`config.mk`:
```
export PLATFORM = sky130hd
export DESIGN_NAME = carregador_ram_flat
export DESIGN_NICKNAME = d
export VERILOG_FILES = /design/src/rtl/carregador_ram_if.sv /design/src/rtl/carregador_ram.sv /design/src/flat_wrapper.sv
export SDC_FILE = /design/constraint.sdc
export NUM_CORES = 1
export LEC_CHECK = 0
export ABC_AREA = 1
export CAP_MARGIN = 10
export CORE_AREA = 2 2 66 68
export DETAILED_ROUTE_END_ITERATION = 8
export DIE_AREA = 0 0 68 70
export PLACE_DENSITY = 0.93
export SETUP_SLACK_MARGIN = 0.5
export SYNTH_ARGS = -nofsm -noshare
export SYNTH_HDL_FRONTEND = slang
export SYNTH_SLANG_ARGS = --single-unit
```
`constraint.sdc`:
```
create_clock -name i_clk -period 2.82 [get_ports i_clk]
set_input_delay 0.423 -clock i_clk [delete_from_list [all_inputs] [get_ports i_clk]]
set_output_delay 0.423 -clock i_clk [all_outputs]
set_load 0.01 [all_outputs]
```
`src/rtl/carregador_ram_if.sv`:
```
// Byte-source handshake, RAM write bus and front-panel status of the SAP-1 program loader.
// The loader connects through the slave modport; the driving environment uses master.
interface carregador_ram_if;
  logic       byte_valid;
  logic [7:0] byte_data;
  logic       byte_ready;
  logic [3:0] ram_addr;
  logic [7:0] ram_data;
  logic       ram_ce;
  logic       ram_leitura_escrita;
  logic       ram_run_prog;
  logic       prog_busy;
  logic       prog_done;
  logic [4:0] byte_count;
  logic       erro_overflow;

  modport slave (
    input  byte_valid, byte_data,
    output byte_ready, ram_addr, ram_data, ram_ce, ram_leitura_escrita, ram_run_prog,
    output prog_busy, prog_done, byte_count, erro_overflow
  );

  modport master (
    output byte_valid, byte_data,
    input  byte_ready, ram_addr, ram_data, ram_ce, ram_leitura_escrita, ram_run_prog,
    input  prog_busy, prog_done, byte_count, erro_overflow
  );
endinterface

```
`src/rtl/carregador_ram.sv`:
```
// Sequential loader for the SAP-1 16x8 program RAM: accepts bytes over valid/ready and
// writes them to addresses 0..15 with a setup/strobe/hold sequence (RAM write is level-sensitive).
module carregador_ram #(
  parameter int SETUP_CYCLES  = 1,
  parameter int STROBE_CYCLES = 2,
  parameter int HOLD_CYCLES   = 1
) (
  input  logic            i_clk,
  input  logic            i_clr_n,
  input  logic            i_prog_mode,
  carregador_ram_if.slave bus
);

  typedef enum logic [2:0] {
    OCIOSO, ESPERA, SETUP, STROBE, HOLD, CHEIO
  } estado_t;

  localparam logic [7:0] SETUP_LAST  = 8'(SETUP_CYCLES - 1);
  localparam logic [7:0] STROBE_LAST = 8'(STROBE_CYCLES - 1);
  localparam logic [7:0] HOLD_LAST   = 8'(HOLD_CYCLES - 1);

  estado_t    r_estado;
  logic [7:0] r_cnt;
  logic       r_abort;
  logic       r_byte_ready;
  logic [3:0] r_addr;
  logic [7:0] r_data;
  logic       r_ce;
  logic       r_le;
  logic       r_run;
  logic       r_busy;
  logic       r_done;
  logic [4:0] r_count;
  logic       r_erro;

  logic [4:0] w_count_inc;
  assign w_count_inc = r_count + 5'd1;

  always_ff @(posedge i_clk) begin
    if (!i_clr_n) begin
      r_estado     <= OCIOSO;
      r_cnt        <= 8'd0;
      r_abort      <= 1'b0;
      r_byte_ready <= 1'b0;
      r_addr       <= 4'd0;
      r_data       <= 8'd0;
      r_ce         <= 1'b0;
      r_le         <= 1'b1;
      r_run        <= 1'b0;
      r_busy       <= 1'b0;
      r_done       <= 1'b0;
      r_count      <= 5'd0;
      r_erro       <= 1'b0;
    end else begin
      case (r_estado)
        OCIOSO: begin
          if (i_prog_mode) begin
            r_estado     <= ESPERA;
            r_byte_ready <= 1'b1;
            r_busy       <= 1'b1;
            r_count      <= 5'd0;
            r_erro       <= 1'b0;
          end
        end

        ESPERA: begin
          // Acceptance wins over a simultaneous prog_mode drop; SETUP then aborts it.
          if (bus.byte_valid) begin
            r_estado     <= SETUP;
            r_byte_ready <= 1'b0;
            r_data       <= bus.byte_data;
            r_addr       <= r_count[3:0];
            r_cnt        <= 8'd0;
            r_abort      <= 1'b0;
          end else if (!i_prog_mode) begin
            r_estado     <= OCIOSO;
            r_byte_ready <= 1'b0;
            r_busy       <= 1'b0;
            r_addr       <= 4'd0;
            r_data       <= 8'd0;
          end
        end

        SETUP: begin
          if (!i_prog_mode) begin
            r_estado <= OCIOSO;
            r_busy   <= 1'b0;
            r_addr   <= 4'd0;
            r_data   <= 8'd0;
          end else if (r_cnt == SETUP_LAST) begin
            r_estado <= STROBE;
            r_cnt    <= 8'd0;
            r_ce     <= 1'b1;
            r_le     <= 1'b0;
            r_run    <= 1'b1;
          end else begin
            r_cnt <= r_cnt + 8'd1;
          end
        end

        STROBE: begin
          // A dropped prog_mode cuts the strobe but still lets HOLD run its full length.
          if (!i_prog_mode || r_cnt == STROBE_LAST) begin
            r_estado <= HOLD;
            r_cnt    <= 8'd0;
            r_abort  <= !i_prog_mode;
            r_ce     <= 1'b0;
            r_le     <= 1'b1;
            r_run    <= 1'b0;
          end else begin
            r_cnt <= r_cnt + 8'd1;
          end
        end

        HOLD: begin
          if (r_cnt != HOLD_LAST) begin
            r_cnt <= r_cnt + 8'd1;
          end else if (r_abort) begin
            r_estado <= OCIOSO;
            r_busy   <= 1'b0;
            r_addr   <= 4'd0;
            r_data   <= 8'd0;
          end else begin
            r_count <= w_count_inc;
            if (w_count_inc == 5'd16) begin
              r_estado <= CHEIO;
              r_done   <= 1'b1;
            end else if (i_prog_mode) begin
              r_estado     <= ESPERA;
              r_byte_ready <= 1'b1;
            end else begin
              r_estado <= OCIOSO;
              r_busy   <= 1'b0;
              r_addr   <= 4'd0;
              r_data   <= 8'd0;
            end
          end
        end

        CHEIO: begin
          if (bus.byte_valid) begin
            r_erro <= 1'b1;
          end
          if (!i_prog_mode) begin
            r_estado <= OCIOSO;
            r_done   <= 1'b0;
            r_busy   <= 1'b0;
            r_addr   <= 4'd0;
            r_data   <= 8'd0;
          end
        end

        default: begin
          r_estado     <= OCIOSO;
          r_byte_ready <= 1'b0;
          r_ce         <= 1'b0;
          r_le         <= 1'b1;
          r_run        <= 1'b0;
          r_busy       <= 1'b0;
          r_done       <= 1'b0;
        end
      endcase
    end
  end

  assign bus.byte_ready          = r_byte_ready;
  assign bus.ram_addr            = r_addr;
  assign bus.ram_data            = r_data;
  assign bus.ram_ce              = r_ce;
  assign bus.ram_leitura_escrita = r_le;
  assign bus.ram_run_prog        = r_run;
  assign bus.prog_busy           = r_busy;
  assign bus.prog_done           = r_done;
  assign bus.byte_count          = r_count;
  assign bus.erro_overflow       = r_erro;

endmodule

```
`src/flat_wrapper.sv`:
```
// flat-port wrapper written by rule: the top's interface ports become plain ports
module carregador_ram_flat 
#(
  parameter int SETUP_CYCLES  = 1,
  parameter int STROBE_CYCLES = 2,
  parameter int HOLD_CYCLES   = 1
)
  (i_clk, i_clr_n, i_prog_mode, bus_byte_valid, bus_byte_data, bus_byte_ready, bus_ram_addr, bus_ram_data, bus_ram_ce, bus_ram_leitura_escrita, bus_ram_run_prog, bus_prog_busy, bus_prog_done, bus_byte_count, bus_erro_overflow);
  carregador_ram_if bus_i ();
  input  logic i_clk;
  input  logic i_clr_n;
  input  logic i_prog_mode;
  input wire logic [$bits(bus_i.byte_valid)-1:0] bus_byte_valid;
  input wire logic [$bits(bus_i.byte_data)-1:0] bus_byte_data;
  output wire logic [$bits(bus_i.byte_ready)-1:0] bus_byte_ready;
  output wire logic [$bits(bus_i.ram_addr)-1:0] bus_ram_addr;
  output wire logic [$bits(bus_i.ram_data)-1:0] bus_ram_data;
  output wire logic [$bits(bus_i.ram_ce)-1:0] bus_ram_ce;
  output wire logic [$bits(bus_i.ram_leitura_escrita)-1:0] bus_ram_leitura_escrita;
  output wire logic [$bits(bus_i.ram_run_prog)-1:0] bus_ram_run_prog;
  output wire logic [$bits(bus_i.prog_busy)-1:0] bus_prog_busy;
  output wire logic [$bits(bus_i.prog_done)-1:0] bus_prog_done;
  output wire logic [$bits(bus_i.byte_count)-1:0] bus_byte_count;
  output wire logic [$bits(bus_i.erro_overflow)-1:0] bus_erro_overflow;
  assign bus_i.byte_valid = bus_byte_valid;
  assign bus_i.byte_data = bus_byte_data;
  assign bus_byte_ready = bus_i.byte_ready;
  assign bus_ram_addr = bus_i.ram_addr;
  assign bus_ram_data = bus_i.ram_data;
  assign bus_ram_ce = bus_i.ram_ce;
  assign bus_ram_leitura_escrita = bus_i.ram_leitura_escrita;
  assign bus_ram_run_prog = bus_i.ram_run_prog;
  assign bus_prog_busy = bus_i.prog_busy;
  assign bus_prog_done = bus_i.prog_done;
  assign bus_byte_count = bus_i.byte_count;
  assign bus_erro_overflow = bus_i.erro_overflow;
  carregador_ram #(.SETUP_CYCLES(SETUP_CYCLES), .STROBE_CYCLES(STROBE_CYCLES), .HOLD_CYCLES(HOLD_CYCLES)) u_core (.i_clk(i_clk), .i_clr_n(i_clr_n), .i_prog_mode(i_prog_mode), .bus(bus_i));
endmodule
```
Word level (Yosys, flattened, before mapping)
Cells that the tools add are included.
{"block": "totals", "ff_bits": 35, "latch_bits": 0, "in_bits": 12, "romBits": 0, "mem_count": 0, "ramBits": 0}
{"block": "classes", "div_mod_pow": 0, "reduce_logical": 24, "n_eq_ne": 23, "mux": 65, "addsub": 2, "order_cmp": 0, "n_bitwise": 4, "mul": 0, "shift": 0}
{"operator": "$mux W8", "n": 10}
{"operator": "$pmux W8 S4", "n": 1}
{"operator": "$mux W3", "n": 9}
{"operator": "$mux W1", "n": 26}
{"operator": "$pmux W8 S3", "n": 1}
{"operator": "$mux W4", "n": 5}
{"operator": "$ne A2 B2 Y1 const B", "n": 9}
{"operator": "$pmux W3 S6", "n": 1}
{"operator": "$reduce_and A4 Y1", "n": 4}
{"operator": "$mux W5", "n": 3}
{"operator": "$reduce_and A5 Y1", "n": 3}
{"operator": "$pmux W4 S3", "n": 1}
{"operator": "$pmux W5 S2", "n": 1}
{"operator": "$pmux W1 S3", "n": 3}
{"operator": "$reduce_and A3 Y1", "n": 3}
{"operator": "$add A8 B1 Y8 const B", "n": 1}
{"operator": "$eq A8 B1 Y1 const B", "n": 1}
{"operator": "$logic_not A8 Y1", "n": 1}
{"operator": "$ne A2 B1 Y1 const B", "n": 4}
{"operator": "$reduce_bool A8 Y1", "n": 1}
{"operator": "$reduce_or A4 Y1", "n": 2}
{"operator": "$eq A3 B2 Y1 const B", "n": 2}
{"operator": "$eq A3 B3 Y1 const B", "n": 2}
{"operator": "$ne A3 B2 Y1 const B", "n": 2}
{"operator": "other kinds (16)", "n": 22}

Longest topological paths before layout
Gate-level depths: netlist of the first run.
{"block": "depth", "depth_word": 6, "depth_mapped": 11, "depth_no_buf": 10}

Least setup slack after synthesis of the first run
Ideal clock, no wire load.
{"block": "synth_path", "path_kind": "flip-flop to flip-flop", "start": "reg u_core.r_count[0] (netlist: u_core.bus.byte_count[0])", "end": "reg u_core.r_data[6] (netlist: u_core.bus.ram_data[6])", "setup_ps": 115, "t_arrival_ps": 1548, "required_time_ps": 2705, "path_stages_with_launch": 8, "period_less_slack_ps": 1663, "setup_slack_ps": 1157, "n_path_buf": 1, "path_cell_list": "dfxtp_1 -> ha_1 -> nand3_1 -> xnor2_2 -> nand3_2 -> buf_2 -> a21oi_1 -> nor2_1"}
{"block": "synth_between", "elab_chain_cells": 4}
{"element": "start, declared", "line": "carregador_ram.sv:33", "rtl": "logic [4:0] r_count;"}
{"element": "start signal, assigned", "line": "carregador_ram.sv:124", "rtl": "r_count <= w_count_inc;"}
{"element": "$add A5 B1 Y5", "line": "carregador_ram.sv:37", "rtl": "assign w_count_inc = r_count + 5'd1;"}
{"element": "$eq A5 B5 Y1", "line": "carregador_ram.sv:125", "rtl": "if (w_count_inc == 5'd16) begin"}
{"element": "$ne A3 B2 Y1 (no source line)"}
{"element": "$reduce_and A3 Y1 (no source line)"}
{"element": "end signal, assigned", "line": "carregador_ram.sv:71", "rtl": "r_data <= bus.byte_data;"}
{"element": "end, declared", "line": "carregador_ram.sv:27", "rtl": "logic [7:0] r_data;"}
Every way passes these cells.
A chain may end at the register's enable or synchronous reset.

Worst setup path in the final report of the first run
{"block": "layout_path", "start": "reg u_core.r_count[0] (netlist: u_core.bus.byte_count[0])", "end": "reg u_core.r_data[2] (netlist: u_core.bus.ram_data[2])"}
The elaborated chain is that of the path after synthesis.

==> flow_summary.toml, run 1 <==
[grt]
grt.total_usage_pct = 25.33
grt_first_pass_wirelength_mm = 9.390
grt_max_degree = 26
overflow = 0
antenna_found_initial = 0
grt_pass1_vias = 2231

[min_path]
hold_class = "reg2reg"

[cts]
clock_latency_ns = 0.29
cts_tree = "built"
cts-root-buf = "clkbuf_8"
cts-buffers-inserted = 5
path_clk_slew_ns = 0.07
htreeDepth = 2
cts_setup_buffers = 0
clkSinkCount = 35
ctsLongestPathBuffers = 2

[finish]
layout.nets = 406
multi_input_area_mm2 = 0.001339
fillers = 388
antennaDiodeCount = 0
seqCellArea_um2 = 700.7
areaGrowthSynthToFinish_pct = 20.19
final_area_mm2 = 0.002711
drive_above_1_share_pct = 8.205

[critical_path]
cp.required_ns = 3.04
cp_slowest_cell = "dfxtp_1"
crit_top_cell = "nand2_1"
cp-start-kind = "flip-flop"
worstPathBufferInverterCount = 1
crit_family = "simple AND/OR/NAND/NOR gates"
setup.worst_path.class = "reg2reg"
slowest_delay_ns = 0.47
crit_arrival_ns = 2.27
cp-end-kind = "flip-flop"
cp_max_fo = 17
cp_cell_sequence = "ha_1 > inv_1 > nand2_1 > nand3_1 > nor2_2 > nand3_2 > nand2_2 > nand2_1 > a21oi_1"

[floorplanning]
die_w_um = 68
row_count = 24
dieArea_mm2 = 0.004760
start_util_pct = 54.44
core_area_mm2 = 0.004144
ioPinCount = 36
fp.dieH_um = 70

[sta]
finClkSkew_ns = 0.002992
tightest_slew_ns = 0.7317
final_max_slew_viol_count = 0
rsz0062_at_grt = "false"
fin_crit_sh_pct = 72.89
slew_headroom_pct = 51.17
max_freq_mhz = 486.5
setup-violations-final = 0
tns_ns = 0
finalHoldViolations = 0
fin_crit_ns = 2.056

[synthesis]
synthMostInstantiatedCell = "nand2_1"
ys.flop_type = "dfxtp_1"
synth_area_mm2 = 0.002256
syn_avg_cell_area_um2 = 6.284
synthCells = 359
synth_top_area_share_pct = 31.06
synthTopCellsByArea = "dfxtp_1 31%, nand2_1 18%, nand3_1 8.2%"
synth_commonest_cells = "110 x nand2_1, 37 x nand3_1, 37 x nor2_1"
synth_fp_nets = 376
ys_ff_latch = 35
ys_seq_area_share_pct = 31.06
ys_warn_count = 0
synth.distinct_cells = 32
ys_async_sr_fraction_pct = 0
synth_top_cell_by_area = "dfxtp_1"
synth_edf_count = 0

[placement]
placed_area_mm2 = 0.002609
finalWeightedCongestion = 0.9671
hpwl_mm = 4.005
io_buffers = 35

[detailed_routing]
drt_iter0_markers = 189
viasPerCell = 5.391
ant_nets = 0
post_drt_wl_per_cell_um = 12.63
via_count = 2383
post-route-drc-count = 0
dr.pass1.iters = 4
drt-total-wl_mm = 5.581

[power_and_ir_drop]
total_leakage_power_nw = 1.121
vdd_drop_max_mv = 0.3536
powerDensity_mw_per_mm2 = 444.3

[run_status]
status = "finished clean"

[flow_run]
max_cap_viol_count = 0
==> flip-flops by register name, summed over array words and instances, names as in the netlist <==
name / cells
u_core.bus.byte_ready: 1
u_core.r_estado: 3
u_core.bus.ram_ce: 1
u_core.bus.ram_addr: 4
u_core.bus.prog_busy: 1
u_core.bus.erro_overflow: 1
u_core.bus.prog_done: 1
u_core.bus.ram_data: 8
u_core.bus.byte_count: 5
u_core.r_abort: 1
u_core.r_cnt: 8
u_core.bus.ram_leitura_escrita: 1
==> worst paths after layout <==
check	end	slack [ns]	from	depth (start not counted)
worst min register to register	u_core.bus.prog_done	0.45	u_core.bus.prog_done	2
worst min-delay path	u_core.bus.prog_done	0.45	u_core.bus.prog_done	2
worst max-delay path	u_core.bus.ram_data[2]	0.76	u_core.bus.byte_count[0]	9
worst max register to register	u_core.bus.ram_data[2]	0.76	u_core.bus.byte_count[0]	9
==> area by class of cell <==
class	count	share of cell area [%]
clock buffer	8	3.692
multi-input combinational	274	49.38
timing repair buffer	38	13.75
tap	52	2.400
sequential	35	25.84
inverter	35	4.938
==> timing repair <==
action	in CTS	in global routing
gates resized for setup	0	1
hold buffers	0	0
endpoints found under the setup margin	0	11
==> per-layer routing <==
layer | part of all wire, % | track usage [%] | up-vias | routed length (um)
li1 | - | - | 1216 | -
met3 | 4.4 | 6.280 | 13 | 246
met1 | 43 | 28.82 | 1088 | 2397
met5 | 0 | 0 | - | 0
met2 | 50 | 43.58 | 66 | 2813
met4 | 2.2 | 10.89 | 0 | 123
==> metrics by stage <==
step / hold WS [ns] / power, mW / setup WS, ns / instances / utilization (%)
floorplan: 0.4456 / 0.7289 / 1.157 / 359 / -
global placement: 0.4361 / 0.8014 / 0.7636 / 434 / 62.95
detailed placement: 0.4433 / 0.8063 / 0.6986 / 434 / 62.95
CTS: 0.4537 / 1.206 / 0.6612 / 442 / 65.37
global route: 0.4866 / 1.263 / 0.5201 / 442 / 65.43
finish: 0.4505 / 1.205 / 0.7644 / 442 / 65.43
==> power by group <==
group | switching, mW | internal, mW | total (mW)
clock | 0.183 | 0.223 | 0.406
sequential | 0.0230 | 0.515 | 0.538
combinational | 0.159 | 0.102 | 0.261
total | 0.365 | 0.840 | 1.20
==> cells by family after synthesis <==
kind of cell               count (synthesis)  share of synthesized area [%]
xor gates and xnor gates                   1                         0.7212
buffers and inverters                     50                          9.706
adders and majority gates                  5                          2.773
AOI/OAI and AO/OA                         67                          17.03
and+or+nand+nor                          201                          38.71
DFF                                       35                          31.06
==> worst register-to-register path, cell delays in order (launching register included) <==
cell	delay, ns
dfxtp_1	0.47
ha_1	0.24
inv_1	0.05
nand2_1	0.07
nand3_1	0.09
nor2_2	0.19
nand3_2	0.33
nand2_2	0.33
nand2_1	0.09
a21oi_1	0.14
==> cell usage in the layout, fill, tap and decap left out, drive strengths merged <==
master and n:
o21a 1, nand4 3, nand3b 1, xnor2 1, a31o 1, inv 35, nand3 40, clkbuf 8
dfxtp 35, o211ai 1, o31ai 1, ha 5, buf 3, nor3 2, nand2 113, a21oi 33
nor2 42, o21ai 30, clkdlybuf4s50 35
Note: power is estimated with default switching activity, not from simulation.
==> run 2: changes to the inputs <==
--- a/config.mk
+++ b/config.mk
@@ -7,10 +7,10 @@
 export LEC_CHECK = 0
 export ABC_AREA = 1
 export CAP_MARGIN = 10
-export CORE_AREA = 2 2 66 68
+export CORE_AREA = 2 2 68 70
 export DETAILED_ROUTE_END_ITERATION = 8
-export DIE_AREA = 0 0 68 70
-export PLACE_DENSITY = 0.93
+export DIE_AREA = 0 0 70 72
+export PLACE_DENSITY = 0.89
 export SETUP_SLACK_MARGIN = 0.5
 export SYNTH_ARGS = -nofsm -noshare
 export SYNTH_HDL_FRONTEND = slang
==> constraint.sdc (replaced) <==
create_clock -name i_clk -period 2 [get_ports i_clk]
set_input_delay 0.3 -clock i_clk [delete_from_list [all_inputs] [get_ports i_clk]]
set_output_delay 0.3 -clock i_clk [all_outputs]
set_load 0.01 [all_outputs]
==> run 2 against run 1 <==
  * Routed wire length increased by 54%
  * Hold slack improved by 0.022 ns
  * Maximum frequency increased by 21%
  * Sequential cell count unchanged
  * Largest cell class unchanged
  * Register-to-register slack got worse by 0.47 ns
  * Utilization increased by 16 points
  * Critical path type unchanged
  * Global-route usage increased by 3.0 points
==> flow_summary.toml, run 2 (synthesis gave the netlist of run 1 again) <==
[sta]
finalHoldViolations = 0
tns_ns = 0
final_max_slew_viol_count = 0
fin_crit_ns = 1.704
tightest_slew_ns = 0.3379
slew_headroom_pct = 77.24
fin_crit_sh_pct = 85.20
setup-violations-final = 0
finClkSkew_ns = 0.007324
rsz0062_at_grt = "true"
max_freq_mhz = 586.9

[critical_path]
cp_cell_sequence = "nor2_4 > nand2_4 > nor2_4 > nor2_1 > buf_4 > o21ai_0 > nand3_1 > a21oi_1"
crit_path_start = "u_core.r_estado[1]"
reg2reg_slack_ns = 0.30
worstReg2RegStart = "u_core.r_estado[1]"
cp-end-kind = "flip-flop"
cp-start-kind = "flip-flop"
setup.worst_path.class = "reg2reg"
crit_top_cell = "nor2_4"
crit_arrival_ns = 1.92
cp.required_ns = 2.22
regToRegEndpoint = "u_core.bus.ram_addr[3]"
cp_max_fo = 12
slowest_delay_ns = 0.38
endpoint = "u_core.bus.ram_addr[3]"
worst-r2r-cell-count = 8
cp_slowest_cell = "dfxtp_4"

[detailed_routing]
drt-total-wl_mm = 8.592
post-route-drc-count = 0
drt_iter0_markers = 428
via_count = 2983
ant_nets = 0
dr.pass1.iters = 5
post_drt_wl_per_cell_um = 17.83
viasPerCell = 6.189

[finish]
layout_common_cells = "88 x nand2_1, 30 x buf_4, 26 x a21oi_1"
fin_util_pct = 81.37
areaGrowthSynthToFinish_pct = 53.80
seqCellArea_um2 = 730.7
fillers = 229
multi_input_area_mm2 = 0.001677
drive_above_1_share_pct = 32.79
layout.nets = 446
antennaDiodeCount = 0
layout_commonest_cell = "nand2_1"

[power_and_ir_drop]
total_leakage_power_nw = 1.633
vdd_drop_max_mv = 0.3882
powerDensity_mw_per_mm2 = 520.0
power.total_mw = 1.804

[placement]
finalWeightedCongestion = 0.9871
hpwl_mm = 4.202
io_buffers = 35

[floorplanning]
core_area_mm2 = 0.004264
ioPinCount = 36
dieArea_mm2 = 0.005040
fp.dieH_um = 72
die_w_um = 70
start_util_pct = 52.90
row_count = 24

[flow_run]
max_cap_viol_count = 0

[cts]
cts_tree = "built"
ctsLongestPathBuffers = 2
cts-buffers-inserted = 5
htreeDepth = 2
clkSinkCount = 35
path_clk_slew_ns = 0.07
cts-root-buf = "clkbuf_8"
clock_latency_ns = 0.29

[grt]
overflow = 0
grt_pass1_vias = 2502
grt_first_pass_wirelength_mm = 11.62
grt_max_degree = 26
antenna_found_initial = 0
grt.total_usage_pct = 28.31

[min_path]
hold_class = "reg2reg"

[run_status]
status = "finished clean"
==> run 2: routing by layer <==
metal	track usage (%)	vias up	wire length, um
li1	-	1311	-
met1	33.82	1372	3164
met2	50.37	230	4201
met3	5.417	70	728
met4	11.32	0	498
met5	0	-	0
==> run 2: what timing repair did <==
item | CTS | global route
pin swaps | 15 | 22
cloned | 2 | 0
hold buffers | 0 | 0
resized for setup | 57 | 90
endpoints found under the setup margin | 42 | 45
buffers inserted | 16 | 16
==> run 2: how the worst min path moves through the flow <==
stage	start	cells past startpoint	slack [ns]	endpoint
global placement	u_core.bus.prog_done	2	0.45	u_core.bus.prog_done
finish	u_core.bus.prog_done	2	0.47	u_core.bus.prog_done
global route	u_core.bus.prog_done	2	0.49	u_core.bus.prog_done
CTS	u_core.bus.prog_done	2	0.45	u_core.bus.prog_done
detailed placement	u_core.bus.prog_done	2	0.44	u_core.bus.prog_done
floorplan	i_clr_n	2	0.44	u_core.bus.byte_ready
==> run 2: stage by stage <==
step | worst slack (ns) | std cells | instance area, um2 | hold WS, ns
detailed placement | 0.1475 | 440 | 2681 | 0.4441
finish | 0.2961 | 482 | 3470 | 0.4727
global placement | 0.2199 | 440 | 2681 | 0.4478
CTS | 0.4700 | 466 | 3059 | 0.4545
floorplan | 0.5193 | 359 | 2293 | 0.4384
global route | 0.2232 | 482 | 3470 | 0.4947
==> run 2: power by group <==
group | total, mW | switching (mW) | leakage (nW) | internal (mW)
combinational | 0.542 | 0.312 | 1.30 | 0.230
sequential | 0.767 | 0.0424 | 0.291 | 0.724
clock | 0.495 | 0.258 | 0.0403 | 0.238
==> run 2: worst max-delay path: cells and delay by family (launching register included) <==
| kind | cells | cell delay (ns) |
|---|---|---|
| simple gates | 5 | 0.66 |
| compound gates | 2 | 0.42 |
| flops | 1 | 0.38 |
| buf+inv | 1 | 0.18 |
==> run 2: area by class of cell <==
class	instances	area share (%)
Clock inverter	2	0.2164
Sequential cell	35	21.06
Multi-Input combinational cell	274	48.32
Inverter	35	4.363
Timing Repair Buffer	78	22.07
Clock buffer	6	2.092
Tap cell	52	1.875
